===== src/rtl/mem_stage_lsu_pkg.sv =====
// Shared definitions for the MEM-stage load/store unit: instruction class
// codes, exception bit positions, FSM states and small decode helpers.
package mem_stage_lsu_pkg;

  localparam int EXC_W = 32;

  localparam logic [7:0] INST_T_NOP = 8'h00;
  localparam logic [7:0] INST_T_LB  = 8'h01;
  localparam logic [7:0] INST_T_LBU = 8'h02;
  localparam logic [7:0] INST_T_LH  = 8'h03;
  localparam logic [7:0] INST_T_LHU = 8'h04;
  localparam logic [7:0] INST_T_LW  = 8'h05;
  localparam logic [7:0] INST_T_SB  = 8'h06;
  localparam logic [7:0] INST_T_SH  = 8'h07;
  localparam logic [7:0] INST_T_SW  = 8'h08;
  localparam logic [7:0] INST_T_LL  = 8'h09;
  localparam logic [7:0] INST_T_SC  = 8'h0A;

  // Bit positions inside the exception vector handed to CP0
  localparam int EXC_ADEL = 4;
  localparam int EXC_ADES = 5;

  typedef enum logic [1:0] {
    ST_IDLE  = 2'd0,
    ST_WAIT  = 2'd1,
    ST_DRAIN = 2'd2,
    ST_DONE  = 2'd3
  } lsu_state_e;

  function automatic logic is_load(input logic [7:0] t);
    return (t == INST_T_LB) || (t == INST_T_LBU) || (t == INST_T_LH) ||
           (t == INST_T_LHU) || (t == INST_T_LW) || (t == INST_T_LL);
  endfunction

  function automatic logic is_store(input logic [7:0] t);
    return (t == INST_T_SB) || (t == INST_T_SH) || (t == INST_T_SW) || (t == INST_T_SC);
  endfunction

  function automatic logic is_half_access(input logic [7:0] t);
    return (t == INST_T_LH) || (t == INST_T_LHU) || (t == INST_T_SH);
  endfunction

  function automatic logic is_word_access(input logic [7:0] t);
    return (t == INST_T_LW) || (t == INST_T_SW) || (t == INST_T_LL) || (t == INST_T_SC);
  endfunction

endpackage


===== src/rtl/mem_stage_lsu_if.sv =====
// Data bus between the MEM stage (master) and the data memory (slave).
// Single outstanding request, completed by a one-cycle ack.
interface mem_stage_lsu_if #(
  parameter int DW = 32
);
  logic          dbus_req;
  logic          dbus_we;
  logic [DW-1:0] dbus_addr;
  logic [3:0]    dbus_sel;
  logic [DW-1:0] dbus_wdata;
  logic [DW-1:0] dbus_rdata;
  logic          dbus_ack;

  modport master (
    output dbus_req, dbus_we, dbus_addr, dbus_sel, dbus_wdata,
    input  dbus_rdata, dbus_ack
  );

  modport slave (
    input  dbus_req, dbus_we, dbus_addr, dbus_sel, dbus_wdata,
    output dbus_rdata, dbus_ack
  );
endinterface


===== src/rtl/mem_stage_lsu_lane_align.sv =====
// Big-endian byte-lane steering for stores and byte/half extraction with
// sign or zero extension for loads. Purely combinational.
module lsu_lane_align
  import mem_stage_lsu_pkg::*;
(
  input  logic [7:0]  i_inst_type,
  input  logic [1:0]  i_offset,
  input  logic [31:0] i_store_data,
  input  logic [31:0] i_load_word,
  output logic [3:0]  o_sel,
  output logic [31:0] o_wdata,
  output logic [31:0] o_load_data
);

  logic [7:0]  w_byte;
  logic [15:0] w_half;

  // Byte enables and replicated write data; offset 0 is the most significant lane
  always_comb begin
    o_sel   = 4'b0000;
    o_wdata = 32'h0000_0000;
    case (i_inst_type)
      INST_T_SB: begin
        o_sel   = 4'b1000 >> i_offset;
        o_wdata = {4{i_store_data[7:0]}};
      end
      INST_T_SH: begin
        o_sel   = i_offset[1] ? 4'b0011 : 4'b1100;
        o_wdata = {2{i_store_data[15:0]}};
      end
      INST_T_SW, INST_T_SC: begin
        o_sel   = 4'b1111;
        o_wdata = i_store_data;
      end
      INST_T_LB, INST_T_LBU, INST_T_LH, INST_T_LHU, INST_T_LW, INST_T_LL: begin
        o_sel   = 4'b1111;
      end
      default: begin
        o_sel   = 4'b0000;
      end
    endcase
  end

  // Pick the addressed byte/half out of the returned word and extend it
  always_comb begin
    w_byte      = 8'h00;
    w_half      = 16'h0000;
    o_load_data = 32'h0000_0000;
    case (i_offset)
      2'd0:    w_byte = i_load_word[31:24];
      2'd1:    w_byte = i_load_word[23:16];
      2'd2:    w_byte = i_load_word[15:8];
      default: w_byte = i_load_word[7:0];
    endcase
    w_half = i_offset[1] ? i_load_word[15:0] : i_load_word[31:16];
    case (i_inst_type)
      INST_T_LB:            o_load_data = {{24{w_byte[7]}}, w_byte};
      INST_T_LBU:           o_load_data = {24'h000000, w_byte};
      INST_T_LH:            o_load_data = {{16{w_half[15]}}, w_half};
      INST_T_LHU:           o_load_data = {16'h0000, w_half};
      INST_T_LW, INST_T_LL: o_load_data = i_load_word;
      default:              o_load_data = 32'h0000_0000;
    endcase
  end

endmodule


===== src/rtl/mem_stage_lsu.sv =====
// Memory-access stage of the 5-stage core. Issues loads/stores on the data
// bus, stalls IF..MEM while an access is outstanding, owns the LL/SC link bit
// and raises address-error exceptions for misaligned accesses.
module mem_stage_lsu
  import mem_stage_lsu_pkg::*;
#(
  parameter int DW = 32
) (
  input  logic             clk,
  input  logic             rst,
  input  logic             i_flush,
  input  logic             i_mem_gpr_we,
  input  logic [4:0]       i_mem_target_gpr,
  input  logic [DW-1:0]    i_mem_exe_result,
  input  logic [DW-1:0]    i_mem_hi,
  input  logic [DW-1:0]    i_mem_lo,
  input  logic             i_mem_hilo_we,
  input  logic [7:0]       i_mem_inst_type,
  input  logic [DW-1:0]    i_mem_dmem_addr,
  input  logic [DW-1:0]    i_mem_ls_data_tmp,
  input  logic             i_mem_cp0_we,
  input  logic [4:0]       i_mem_cp0_waddr,
  input  logic [DW-1:0]    i_mem_cp0_wdata,
  input  logic [EXC_W-1:0] i_mem_except_type,
  input  logic [DW-1:0]    i_mem_cur_inst_addr,
  input  logic             i_mem_inst_delayslot,
  output logic             o_wb_gpr_we,
  output logic [4:0]       o_wb_target_gpr,
  output logic [DW-1:0]    o_wb_gpr_wdata,
  output logic [DW-1:0]    o_wb_hi,
  output logic [DW-1:0]    o_wb_lo,
  output logic             o_wb_hilo_we,
  output logic             o_wb_cp0_we,
  output logic [4:0]       o_wb_cp0_waddr,
  output logic [DW-1:0]    o_wb_cp0_wdata,
  output logic [EXC_W-1:0] o_except_type,
  output logic [DW-1:0]    o_cur_inst_addr,
  output logic             o_inst_delayslot,
  output logic [DW-1:0]    o_bad_vaddr,
  output logic             o_stall_req,
  mem_stage_lsu_if.master  dbus
);

  lsu_state_e       r_state;
  lsu_state_e       w_next_state;
  logic             r_llbit;
  logic [DW-1:0]    r_rdata_q;
  logic             r_bus_we;
  logic [DW-1:0]    r_bus_addr;
  logic [3:0]       r_bus_sel;
  logic [DW-1:0]    r_bus_wdata;

  logic [1:0]       w_offset;
  logic             w_is_load;
  logic             w_is_store;
  logic             w_misalign;
  logic             w_sc_fail;
  logic             w_acc_v;
  logic             w_has_exc;
  logic [EXC_W-1:0] w_except;
  logic [DW-1:0]    w_word_addr;
  logic [3:0]       w_sel;
  logic [DW-1:0]    w_wdata;
  logic [DW-1:0]    w_load_data;
  logic             w_bus_req;
  logic             w_bus_live;
  logic             w_stall;
  logic             w_capture;
  logic             w_latch;

  lsu_lane_align u_lane_align (
    .i_inst_type  (i_mem_inst_type),
    .i_offset     (w_offset),
    .i_store_data (i_mem_ls_data_tmp),
    .i_load_word  (r_rdata_q),
    .o_sel        (w_sel),
    .o_wdata      (w_wdata),
    .o_load_data  (w_load_data)
  );

  // Classify the instruction, fold in alignment errors and decide whether an access may start
  always_comb begin
    w_offset    = i_mem_dmem_addr[1:0];
    w_is_load   = is_load(i_mem_inst_type);
    w_is_store  = is_store(i_mem_inst_type);
    w_misalign  = (is_half_access(i_mem_inst_type) && w_offset[0]) ||
                  (is_word_access(i_mem_inst_type) && (w_offset != 2'b00));
    w_except    = i_mem_except_type;
    if (w_misalign && w_is_load)  w_except[EXC_ADEL] = 1'b1;
    if (w_misalign && w_is_store) w_except[EXC_ADES] = 1'b1;
    w_has_exc   = (w_except != '0);
    w_sc_fail   = (i_mem_inst_type == INST_T_SC) && !r_llbit;
    w_acc_v     = (w_is_load || w_is_store) && (i_mem_except_type == '0) &&
                  !w_misalign && !w_sc_fail;
    w_word_addr = {i_mem_dmem_addr[DW-1:2], 2'b00};
  end

  // Access FSM next state and control: a flushed access is drained so the bus still sees its ack
  always_comb begin
    w_next_state = r_state;
    w_bus_req    = 1'b0;
    w_bus_live   = 1'b0;
    w_stall      = 1'b0;
    w_capture    = 1'b0;
    w_latch      = 1'b0;
    case (r_state)
      ST_IDLE: begin
        if (w_acc_v && !i_flush) begin
          w_bus_req  = 1'b1;
          w_bus_live = 1'b1;
          w_stall    = 1'b1;
          if (dbus.dbus_ack) begin
            w_capture    = 1'b1;
            w_next_state = ST_DONE;
          end else begin
            w_latch      = 1'b1;
            w_next_state = ST_WAIT;
          end
        end
      end
      ST_WAIT: begin
        w_bus_req = 1'b1;
        w_stall   = 1'b1;
        if (dbus.dbus_ack) begin
          if (i_flush) begin
            w_next_state = ST_IDLE;
          end else begin
            w_capture    = 1'b1;
            w_next_state = ST_DONE;
          end
        end else if (i_flush) begin
          w_next_state = ST_DRAIN;
        end
      end
      ST_DRAIN: begin
        w_bus_req = 1'b1;
        w_stall   = 1'b1;
        if (dbus.dbus_ack) begin
          w_next_state = ST_IDLE;
        end
      end
      ST_DONE: begin
        w_next_state = ST_IDLE;
      end
      default: begin
        w_next_state = ST_IDLE;
      end
    endcase
  end

  // State register
  always_ff @(posedge clk) begin
    if (rst) begin
      r_state <= ST_IDLE;
    end else begin
      r_state <= w_next_state;
    end
  end

  // Hold the bus fields while waiting and capture read data on completion
  always_ff @(posedge clk) begin
    if (rst) begin
      r_bus_we    <= 1'b0;
      r_bus_addr  <= '0;
      r_bus_sel   <= 4'b0000;
      r_bus_wdata <= '0;
      r_rdata_q   <= '0;
    end else begin
      if (w_latch) begin
        r_bus_we    <= w_is_store;
        r_bus_addr  <= w_word_addr;
        r_bus_sel   <= w_sel;
        r_bus_wdata <= w_wdata;
      end
      if (w_capture) begin
        r_rdata_q <= dbus.dbus_rdata;
      end
    end
  end

  // LL/SC link bit; a flush always wins over an LL completing in the same cycle
  always_ff @(posedge clk) begin
    if (rst) begin
      r_llbit <= 1'b0;
    end else if (i_flush) begin
      r_llbit <= 1'b0;
    end else if ((r_state == ST_DONE) && (i_mem_inst_type == INST_T_LL)) begin
      r_llbit <= 1'b1;
    end else if ((r_state == ST_DONE) && (i_mem_inst_type == INST_T_SC)) begin
      r_llbit <= 1'b0;
    end
  end

  // Bus drive: live fields on the issue cycle, latched fields afterwards, quiet otherwise
  always_comb begin
    dbus.dbus_req   = 1'b0;
    dbus.dbus_we    = 1'b0;
    dbus.dbus_addr  = '0;
    dbus.dbus_sel   = 4'b0000;
    dbus.dbus_wdata = '0;
    o_stall_req     = w_stall && !rst;
    if (w_bus_req && !rst) begin
      dbus.dbus_req = 1'b1;
      if (w_bus_live) begin
        dbus.dbus_we    = w_is_store;
        dbus.dbus_addr  = w_word_addr;
        dbus.dbus_sel   = w_sel;
        dbus.dbus_wdata = w_wdata;
      end else begin
        dbus.dbus_we    = r_bus_we;
        dbus.dbus_addr  = r_bus_addr;
        dbus.dbus_sel   = r_bus_sel;
        dbus.dbus_wdata = r_bus_wdata;
      end
    end
  end

  // Writeback and exception outputs; everything to MEM/WB is killed by an exception or a drain
  always_comb begin
    o_wb_gpr_we     = i_mem_gpr_we;
    o_wb_target_gpr = i_mem_target_gpr;
    o_wb_gpr_wdata  = i_mem_exe_result;
    o_wb_hi         = i_mem_hi;
    o_wb_lo         = i_mem_lo;
    o_wb_hilo_we    = i_mem_hilo_we;
    o_wb_cp0_we     = i_mem_cp0_we;
    o_wb_cp0_waddr  = i_mem_cp0_waddr;
    o_wb_cp0_wdata  = i_mem_cp0_wdata;
    if (w_is_load) begin
      o_wb_gpr_wdata = w_load_data;
    end else if (i_mem_inst_type == INST_T_SC) begin
      o_wb_gpr_wdata = {{(DW-1){1'b0}}, (r_state == ST_DONE)};
    end
    if (w_has_exc || (r_state == ST_DRAIN)) begin
      o_wb_gpr_we     = 1'b0;
      o_wb_target_gpr = 5'd0;
      o_wb_gpr_wdata  = '0;
      o_wb_hi         = '0;
      o_wb_lo         = '0;
      o_wb_hilo_we    = 1'b0;
      o_wb_cp0_we     = 1'b0;
      o_wb_cp0_waddr  = 5'd0;
      o_wb_cp0_wdata  = '0;
    end
    o_except_type    = w_except;
    o_cur_inst_addr  = i_mem_cur_inst_addr;
    o_inst_delayslot = i_mem_inst_delayslot;
    o_bad_vaddr      = i_mem_dmem_addr;
  end

endmodule


===== src/flat_wrapper.sv =====
// flat-port wrapper written by rule: the top's interface ports become plain ports
module mem_stage_lsu_flat import mem_stage_lsu_pkg::*;
#(
  parameter int DW = 32
)
  (clk, rst, i_flush, i_mem_gpr_we, i_mem_target_gpr, i_mem_exe_result, i_mem_hi, i_mem_lo, i_mem_hilo_we, i_mem_inst_type, i_mem_dmem_addr, i_mem_ls_data_tmp, i_mem_cp0_we, i_mem_cp0_waddr, i_mem_cp0_wdata, i_mem_except_type, i_mem_cur_inst_addr, i_mem_inst_delayslot, o_wb_gpr_we, o_wb_target_gpr, o_wb_gpr_wdata, o_wb_hi, o_wb_lo, o_wb_hilo_we, o_wb_cp0_we, o_wb_cp0_waddr, o_wb_cp0_wdata, o_except_type, o_cur_inst_addr, o_inst_delayslot, o_bad_vaddr, o_stall_req, dbus_dbus_req, dbus_dbus_we, dbus_dbus_addr, dbus_dbus_sel, dbus_dbus_wdata, dbus_dbus_rdata, dbus_dbus_ack);
  mem_stage_lsu_if #(.DW(DW)) dbus_i ();
  input  logic clk;
  input  logic rst;
  input  logic i_flush;
  input  logic i_mem_gpr_we;
  input  logic [4:0] i_mem_target_gpr;
  input  logic [DW-1:0] i_mem_exe_result;
  input  logic [DW-1:0] i_mem_hi;
  input  logic [DW-1:0] i_mem_lo;
  input  logic i_mem_hilo_we;
  input  logic [7:0] i_mem_inst_type;
  input  logic [DW-1:0] i_mem_dmem_addr;
  input  logic [DW-1:0] i_mem_ls_data_tmp;
  input  logic i_mem_cp0_we;
  input  logic [4:0] i_mem_cp0_waddr;
  input  logic [DW-1:0] i_mem_cp0_wdata;
  input  logic [EXC_W-1:0] i_mem_except_type;
  input  logic [DW-1:0] i_mem_cur_inst_addr;
  input  logic i_mem_inst_delayslot;
  output logic o_wb_gpr_we;
  output logic [4:0] o_wb_target_gpr;
  output logic [DW-1:0] o_wb_gpr_wdata;
  output logic [DW-1:0] o_wb_hi;
  output logic [DW-1:0] o_wb_lo;
  output logic o_wb_hilo_we;
  output logic o_wb_cp0_we;
  output logic [4:0] o_wb_cp0_waddr;
  output logic [DW-1:0] o_wb_cp0_wdata;
  output logic [EXC_W-1:0] o_except_type;
  output logic [DW-1:0] o_cur_inst_addr;
  output logic o_inst_delayslot;
  output logic [DW-1:0] o_bad_vaddr;
  output logic o_stall_req;
  output wire logic [$bits(dbus_i.dbus_req)-1:0] dbus_dbus_req;
  output wire logic [$bits(dbus_i.dbus_we)-1:0] dbus_dbus_we;
  output wire logic [$bits(dbus_i.dbus_addr)-1:0] dbus_dbus_addr;
  output wire logic [$bits(dbus_i.dbus_sel)-1:0] dbus_dbus_sel;
  output wire logic [$bits(dbus_i.dbus_wdata)-1:0] dbus_dbus_wdata;
  input wire logic [$bits(dbus_i.dbus_rdata)-1:0] dbus_dbus_rdata;
  input wire logic [$bits(dbus_i.dbus_ack)-1:0] dbus_dbus_ack;
  assign dbus_dbus_req = dbus_i.dbus_req;
  assign dbus_dbus_we = dbus_i.dbus_we;
  assign dbus_dbus_addr = dbus_i.dbus_addr;
  assign dbus_dbus_sel = dbus_i.dbus_sel;
  assign dbus_dbus_wdata = dbus_i.dbus_wdata;
  assign dbus_i.dbus_rdata = dbus_dbus_rdata;
  assign dbus_i.dbus_ack = dbus_dbus_ack;
  mem_stage_lsu #(.DW(DW)) u_core (.clk(clk), .rst(rst), .i_flush(i_flush), .i_mem_gpr_we(i_mem_gpr_we), .i_mem_target_gpr(i_mem_target_gpr), .i_mem_exe_result(i_mem_exe_result), .i_mem_hi(i_mem_hi), .i_mem_lo(i_mem_lo), .i_mem_hilo_we(i_mem_hilo_we), .i_mem_inst_type(i_mem_inst_type), .i_mem_dmem_addr(i_mem_dmem_addr), .i_mem_ls_data_tmp(i_mem_ls_data_tmp), .i_mem_cp0_we(i_mem_cp0_we), .i_mem_cp0_waddr(i_mem_cp0_waddr), .i_mem_cp0_wdata(i_mem_cp0_wdata), .i_mem_except_type(i_mem_except_type), .i_mem_cur_inst_addr(i_mem_cur_inst_addr), .i_mem_inst_delayslot(i_mem_inst_delayslot), .o_wb_gpr_we(o_wb_gpr_we), .o_wb_target_gpr(o_wb_target_gpr), .o_wb_gpr_wdata(o_wb_gpr_wdata), .o_wb_hi(o_wb_hi), .o_wb_lo(o_wb_lo), .o_wb_hilo_we(o_wb_hilo_we), .o_wb_cp0_we(o_wb_cp0_we), .o_wb_cp0_waddr(o_wb_cp0_waddr), .o_wb_cp0_wdata(o_wb_cp0_wdata), .o_except_type(o_except_type), .o_cur_inst_addr(o_cur_inst_addr), .o_inst_delayslot(o_inst_delayslot), .o_bad_vaddr(o_bad_vaddr), .o_stall_req(o_stall_req), .dbus(dbus_i));
endmodule

===== config.mk =====
export PLATFORM = sky130hd
export DESIGN_NAME = mem_stage_lsu_flat
export DESIGN_NICKNAME = d
export VERILOG_FILES = /design/src/rtl/mem_stage_lsu_pkg.sv /design/src/rtl/mem_stage_lsu_if.sv /design/src/rtl/mem_stage_lsu_lane_align.sv /design/src/rtl/mem_stage_lsu.sv /design/src/flat_wrapper.sv
export SDC_FILE = /design/constraint.sdc
export NUM_CORES = 1
export LEC_CHECK = 0
export CAP_MARGIN = 20
export CORE_AREA = 4 4 239 241
export DETAILED_ROUTE_END_ITERATION = 8
export DIE_AREA = 0 0 243 245
export PLACE_DENSITY = 0.39
export SYNTH_ARGS = -nofsm -noshare
export SYNTH_HDL_FRONTEND = slang
export SYNTH_SLANG_ARGS = --single-unit

===== constraint.sdc =====
create_clock -name clk -period 6.8 [get_ports clk]
set_clock_uncertainty 0.15 [all_clocks]
set_input_delay 2.04 -clock clk [delete_from_list [all_inputs] [get_ports clk]]
set_output_delay 2.04 -clock clk [all_outputs]
set_load 0.01 [all_outputs]

## Word-level counts from Yosys, hierarchy flattened

Cells that the tools add are included.

- Register bits after elaboration: 102
- Latch bits: 0
- Memory bits (writable): 0
- Bits in read-only memories: 0
- Input bits: 314
- Output and inout port bits: 309
- Logic and storage cells: 119
- Memories kept: 0

- Add/sub/neg operators: 0
- Multiply operators: 0
- Div/mod/pow operators: 0
- Magnitude comparators: 0
- Equal/unequal tests: 18
- Shift-type cells: 1
- Mux-type cells: 48
- Bitwise logic cells: 0
- Reduce and logical (&&, ||, !) cells: 45

Operators by type and width:

| kind | number |
|---|---|
| 32-bit two-way mux | 10 |
| 32-bit case mux with 5 select lines | 1 |
| 32-bit case mux with 3 select lines | 1 |
| 8-bit by 3-bit equality test with 1-bit output (second input constant) | 4 |
| 32-bit logical NOT | 1 |
| 32-bit nonzero test | 1 |
| 8-bit by 4-bit equality test with 1-bit output (second input constant) | 3 |
| 8-bit case mux with 3 select lines | 1 |
| 1-bit two-way mux | 19 |
| 8-bit by 2-bit equality test with 1-bit output (second input constant) | 2 |
| 1-bit logical OR | 16 |
| 16-bit two-way mux | 1 |
| 1-bit logical AND | 12 |
| 2-bit two-way mux | 6 |
| 4-bit two-way mux | 3 |
| 4-bit case mux with 3 select lines | 1 |
| 5-bit two-way mux | 2 |
| 8-bit by 1-bit equality test with 1-bit output (second input constant) | 1 |
| 2-bit case mux with 4 select lines | 1 |
| 2-bit OR reduction | 4 |
| 8-bit OR reduction | 1 |
| 2-bit equality test (second input constant) | 3 |
| 1-bit logical NOT | 5 |
| 2-bit by 1-bit equality test with 1-bit output (second input constant) | 2 |
| 8 further kinds | 11 |

## Logic depth before layout (Yosys ltp)

Gate-level depths: netlist of the first run.

- Depth after elaboration: 15
- Depth in mapped cells: 9
- Gate-level depth less buffers: 7

## By module

A second synthesis of the first run with hierarchy kept.

- Cell total of the unflattened synthesis: 1238
- Area total of the unflattened synthesis: 9420.3 µm²

By module, submodules not included:

| module | instances | cells an instance | area an instance (µm²) | seq. area each (µm²) |
|---|---|---|---|---|
| mem_stage_lsu | 1 | 1085 | 8077.7 | 2042.0 |
| lsu_lane_align | 1 | 153 | 1342.5 | 0.0 |

## Least setup slack after synthesis of the first run

OpenSTA, ideal clock, no wires.

- Path kind: input to output
- Start: in i_mem_inst_type[7]
- End: out o_stall_req
- Data arrival time: 4140 ps
- Data required time: 4610 ps
- Setup slack: 470 ps
- Cell stages on the path: 8
- Buffers on the path: 3
- Cell sequence: nor4_1 nand2_1 o21ba_2 o211ai_1 buf_2 buf_2 a21oi_1 buf_4

- Word-level cells in the longest chain between the ends: 14
- Elaborated cells between the ends (all ways): 37
- Classes of those cells: eq/ne: 10; mux: 2; reduce/logical: 25

Ends and longest elaborated chain:

| element | line | source |
|---|---|---|
| start, declared | flat_wrapper.sv:17 | `input logic [7:0] i_mem_inst_type;` |
| 8-bit by 1-bit equality test with 1-bit output / 8-bit by 2-bit equality test with 1-bit output (equally long branches) | mem_stage_lsu_pkg.sv:31 | `return (t == INST_T_LB) \|\| (t == INST_T_LBU) \|\| (t == INST_T_LH) \|\|` |
| 1-bit logical OR (3 in a row) | mem_stage_lsu_pkg.sv:31 |  |
| 1-bit logical OR (2 in a row) | mem_stage_lsu_pkg.sv:32 | `(t == INST_T_LHU) \|\| (t == INST_T_LW) \|\| (t == INST_T_LL);` |
| 1-bit logical OR | mem_stage_lsu.sv:93 | `w_acc_v = (w_is_load \|\| w_is_store) && (i_mem_except_type == '0) &&` |
| 1-bit logical AND (2 in a row) | mem_stage_lsu.sv:93 |  |
| 1-bit logical AND (*) | mem_stage_lsu.sv:94 | `!w_misalign && !w_sc_fail;` |
| 1-bit logical AND (*) | mem_stage_lsu.sv:108 | `if (w_acc_v && !i_flush) begin` |
| 1-bit two-way mux (*) | mem_stage_lsu.sv:108 |  |
| 1-bit case mux with 2 select lines (*) | mem_stage_lsu.sv:106 | `case (r_state)` |
| 1-bit logical AND (*) | mem_stage_lsu.sv:201 | `o_stall_req = w_stall && !rst;` |
| end, declared | flat_wrapper.sv:39 | `output logic o_stall_req;` |

Every way passes the cells marked *; elsewhere a longest branch is shown, timed or not.

## Worst setup path after layout of the first run

- Start: in i_mem_except_type[5]
- End: out o_stall_req

- Word-level cells in the longest chain between the ends: 8

Ends and longest elaborated chain:

| element | line | source |
|---|---|---|
| start, declared | flat_wrapper.sv:23 | `input logic [EXC_W-1:0] i_mem_except_type;` |
| 32-bit logical NOT | mem_stage_lsu.sv:93 |  |
| 1-bit logical AND (2 in a row) | mem_stage_lsu.sv:93 |  |
| 1-bit logical AND | mem_stage_lsu.sv:94 |  |
| 1-bit logical AND | mem_stage_lsu.sv:108 |  |
| 1-bit two-way mux | mem_stage_lsu.sv:108 |  |
| 1-bit case mux with 2 select lines | mem_stage_lsu.sv:106 |  |
| 1-bit logical AND | mem_stage_lsu.sv:201 |  |

No other way between the ends.

==> run metrics, run 1 <==
outcome=finished clean; Placement Cell Area=14700 sq um; RD Place Congestion=0.893; VDD IR max=0.121 mV; Final Net Count=1970; CORE AREA=54900 sq um; vias in the first global route=10500; internal power=1.15 mW; top cells by count, synth=nand2_1 (137), and2_1 (109), buf_4 (105), dfxtp_1 (102), nand3_1 (93); Final setup viols=0; CP dominant cell by count=buf_12; sequential area share after synthesis=0.254; IO buf count=554; Die Height=245 um; synthesized area=8050 sq um; first-pass GRT wire length=74.1 mm; Avg Inst Size Synth=7.27 sq um; Worst-Margin Slew=0.999 ns; Worst R2R Start=u_core.r_state[1]; clk sinks=102; GRT Overall Usage=0.166; number of synthesized flops with an enable pin=0; Hold Path Class=flip-flop to flip-flop; share of layout cells above drive strength 1=0.211; largest net degree at the start of global routing=96; CTS Buffer Depth=2; Logic pwr share=0.268; fin crit share=0.993; slew margin rel.=0.334; register bit count reported by yosys=102; Slew Viols, Final=0; RSZ-0062 raised after global routing=true; Starting Density=0.147; via/cell ratio=4.32; Required @ worst endpoint=4.61 ns; Root Buffer=clkbuf_16; Clk network pwr share=0.363; synthesis-to-layout area growth=90.8%; CTS tree=yes; critical path's slowest cell=clkdlybuf4s50_1; hold_sp=u_core.r_bus_addr[16]; Worst setup EP type=output pin; DRT antenna net count=0; drc violations=0; initial detailed-routing violation count=540; Synth Instances=1108; critical path class=input port to output pin; grt total ovfl=0; drt wl/cell=21.8 um; total CTS buffers=9; area share of the largest cell type after synthesis=0.254; total power draw=1.66 mW; initial antenna violation count=2; Top Ports=623; delay-heaviest family, CP=buffers and inverters; count of different cell masters after synthesis=60; worst path arrival time=4.56 ns; Synth area leaders=dfxtp_1 (25%), buf_4 (9.8%), and2_1 (8.5%); die width=243 um; CP peak stage delay=0.47 ns; Yosys warnings=0; die area=59500 sq um; LEAKAGE=6.36 nW; crit path launch type=input port; async set-reset flop share out of synthesis=0; sequential share of power=0.370; Post-Route WL=51.5 mm; Fill cells=6026; Vias=10200; min Tclk post-route=6.75 ns; largest area contributor in the netlist=dfxtp_1; number of cell rows=86; fmax=148 MHz; H-tree levels=3; crit path launch=i_mem_except_type[5]; most frequent cell after synthesis=nand2_1; max cap viols=0; Net Sw Frac=0.305; Design Area, Final=15400 sq um; power density cells=108 nW/um^2; CP Buf/Inv Count=6; final hold viol count=0; detailed placer's ending HPWL=39.7 mm; cells along the critical path=clkdlybuf4s50_1 > or3_4 > nor3_1 > o2111a_1 > o211ai_1 > clkbuf_16 > buf_12 > buf_12 > buf_16 > a21oi_2 > clkdlybuf4s15_2; CP max FO=12; Main synth FF type=dfxtp_1; switching power=0.505 mW; clk slew on worst S/H paths=0.09 ns; router iterations before antenna repair=5; Clock Latency Late Sink=0.39 ns
[what timing repair did]
| action | in CTS | in global routing |
|---|---|---|
| cloned | 6 | 0 |
| gates resized for setup | 468 | 122 |
| setup endpoints to repair | 211 | 107 |
| hold buffers | 0 | 0 |
| buffers inserted | 28 | 3 |
| pin swaps | 26 | 15 |
[through the flow]
stage               cells  hold WS [ns]  setup WS (ns)  setup TNS, ns   util
detailed placement   2314         0.296          -1.05        -171.28  0.268
CTS                  2361         0.309        -0.0430         -0.117  0.282
floorplan            1109         0.282          0.470              0      -
finish               2361         0.305         0.0458              0  0.280
global route         2360         0.326        -0.0587         -0.158  0.280
global placement     2314         0.288          -1.06        -172.70  0.268
[final timing paths]
kind	end	slack [ns]	cells after the start
setup / recovery	o_stall_req	0.05	11
setup reg to reg	u_core.r_rdata_q[24]	3.87	9
hold reg to reg	u_core.r_bus_addr[16]	0.31	2
hold / removal	u_core.r_bus_addr[16]	0.31	2
[cell usage in the layout (no fill, tap or decap), types with 11 or more instances in the layout]
master           instances
a211oi_1                29
a21oi_1                 80
a222oi_1                11
a22oi_1                 37
and2_1                 109
buf_12                  22
buf_2                   32
buf_4                  140
buf_6                   15
clkbuf_2                42
clkdlybuf4s15_1         14
clkdlybuf4s50_1        314
dfxtp_1                102
dlygate4sd2_1          133
mux2i_1                 33
nand2_1                136
nand2b_1                66
nand3_1                 92
nand4_1                 21
nor2_1                  42
o31ai_4                 15
[flip-flops by register name, indices dropped and copies added (netlist names)]
register and flops:
u_core.r_bus_wdata 32, u_core.r_rdata_q 32, u_core.r_bus_addr 30, u_core.r_bus_sel 4, u_core.r_state 2, u_core.r_bus_we 1
u_core.r_llbit 1
[power groups by stage]
stage                     combinational (mW)  sequential, mW  clock (mW)
final                                  0.443           0.612       0.600
after global placement                 0.436           0.626           0
after global routing                   0.473           0.613       0.647
after floorplan                        0.174           0.622           0
after detailed placement               0.435           0.626           0
after CTS                              0.446           0.612       0.636
[metal layers]
metal,global-route usage,wire length [um],vias up
met5,0,0,-
met4,0.0348,631,0
met3,0.0397,3110,29
met2,0.293,25700,354
met1,0.207,22100,4916
li1,-,-,4902
[cells by family after synthesis]
| group | count (synthesis) | synth area share |
|---|---|---|
| xor+xnor | 2 | 0.00218 |
| flops | 102 | 0.254 |
| mux | 38 | 0.0494 |
| simple gates | 513 | 0.330 |
| fa+ha+maj | 6 | 0.00901 |
| other cells | 1 | 0.000466 |
| compound gates | 239 | 0.206 |
| buf+inv | 207 | 0.149 |
[worst register-to-register path, cell delays in order (launching register included)]
cell	delay, ns
dfxtp_1	0.35
inv_1	0.13
ha_1	0.31
inv_1	0.21
a211oi_4	0.28
buf_12	0.16
buf_16	0.17
o21a_2	0.51
buf_4	0.36
mux2i_1	0.22
[final cells by class]
type                    count  area, sq um  area share
multi-input cells         800         5270       0.343
clock buffers               9          225      0.0147
repair buffers            729         6800       0.443
inverters                   9         33.8     0.00220
clock inverters             7          103     0.00668
flip-flops and latches    102         2040       0.133
diodes                      1         2.50    0.000163
well taps                 704          881      0.0573
(Power assumes the default switching activity.)
==> run 2: changes to the inputs <==
--- a/config.mk
+++ b/config.mk
@@ -10,6 +10,7 @@
 export DETAILED_ROUTE_END_ITERATION = 8
 export DIE_AREA = 0 0 243 245
 export PLACE_DENSITY = 0.39
+export SLEW_MARGIN = 25
 export SYNTH_ARGS = -nofsm -noshare
 export SYNTH_HDL_FRONTEND = slang
 export SYNTH_SLANG_ARGS = --single-unit
==> results of run 2 <==
Final layout, timing and power as in run 1 (identical DEF).
==> run 3: changes to the inputs <==
--- a/config.mk
+++ b/config.mk
@@ -9,6 +9,7 @@
 export CORE_AREA = 4 4 239 241
 export DETAILED_ROUTE_END_ITERATION = 8
 export DIE_AREA = 0 0 243 245
+export GPL_ROUTABILITY_DRIVEN = 0
 export PLACE_DENSITY = 0.39
 export SLEW_MARGIN = 25
 export SYNTH_ARGS = -nofsm -noshare
==> results of run 3 <==
Final layout, timing and power as in run 1 (identical DEF).
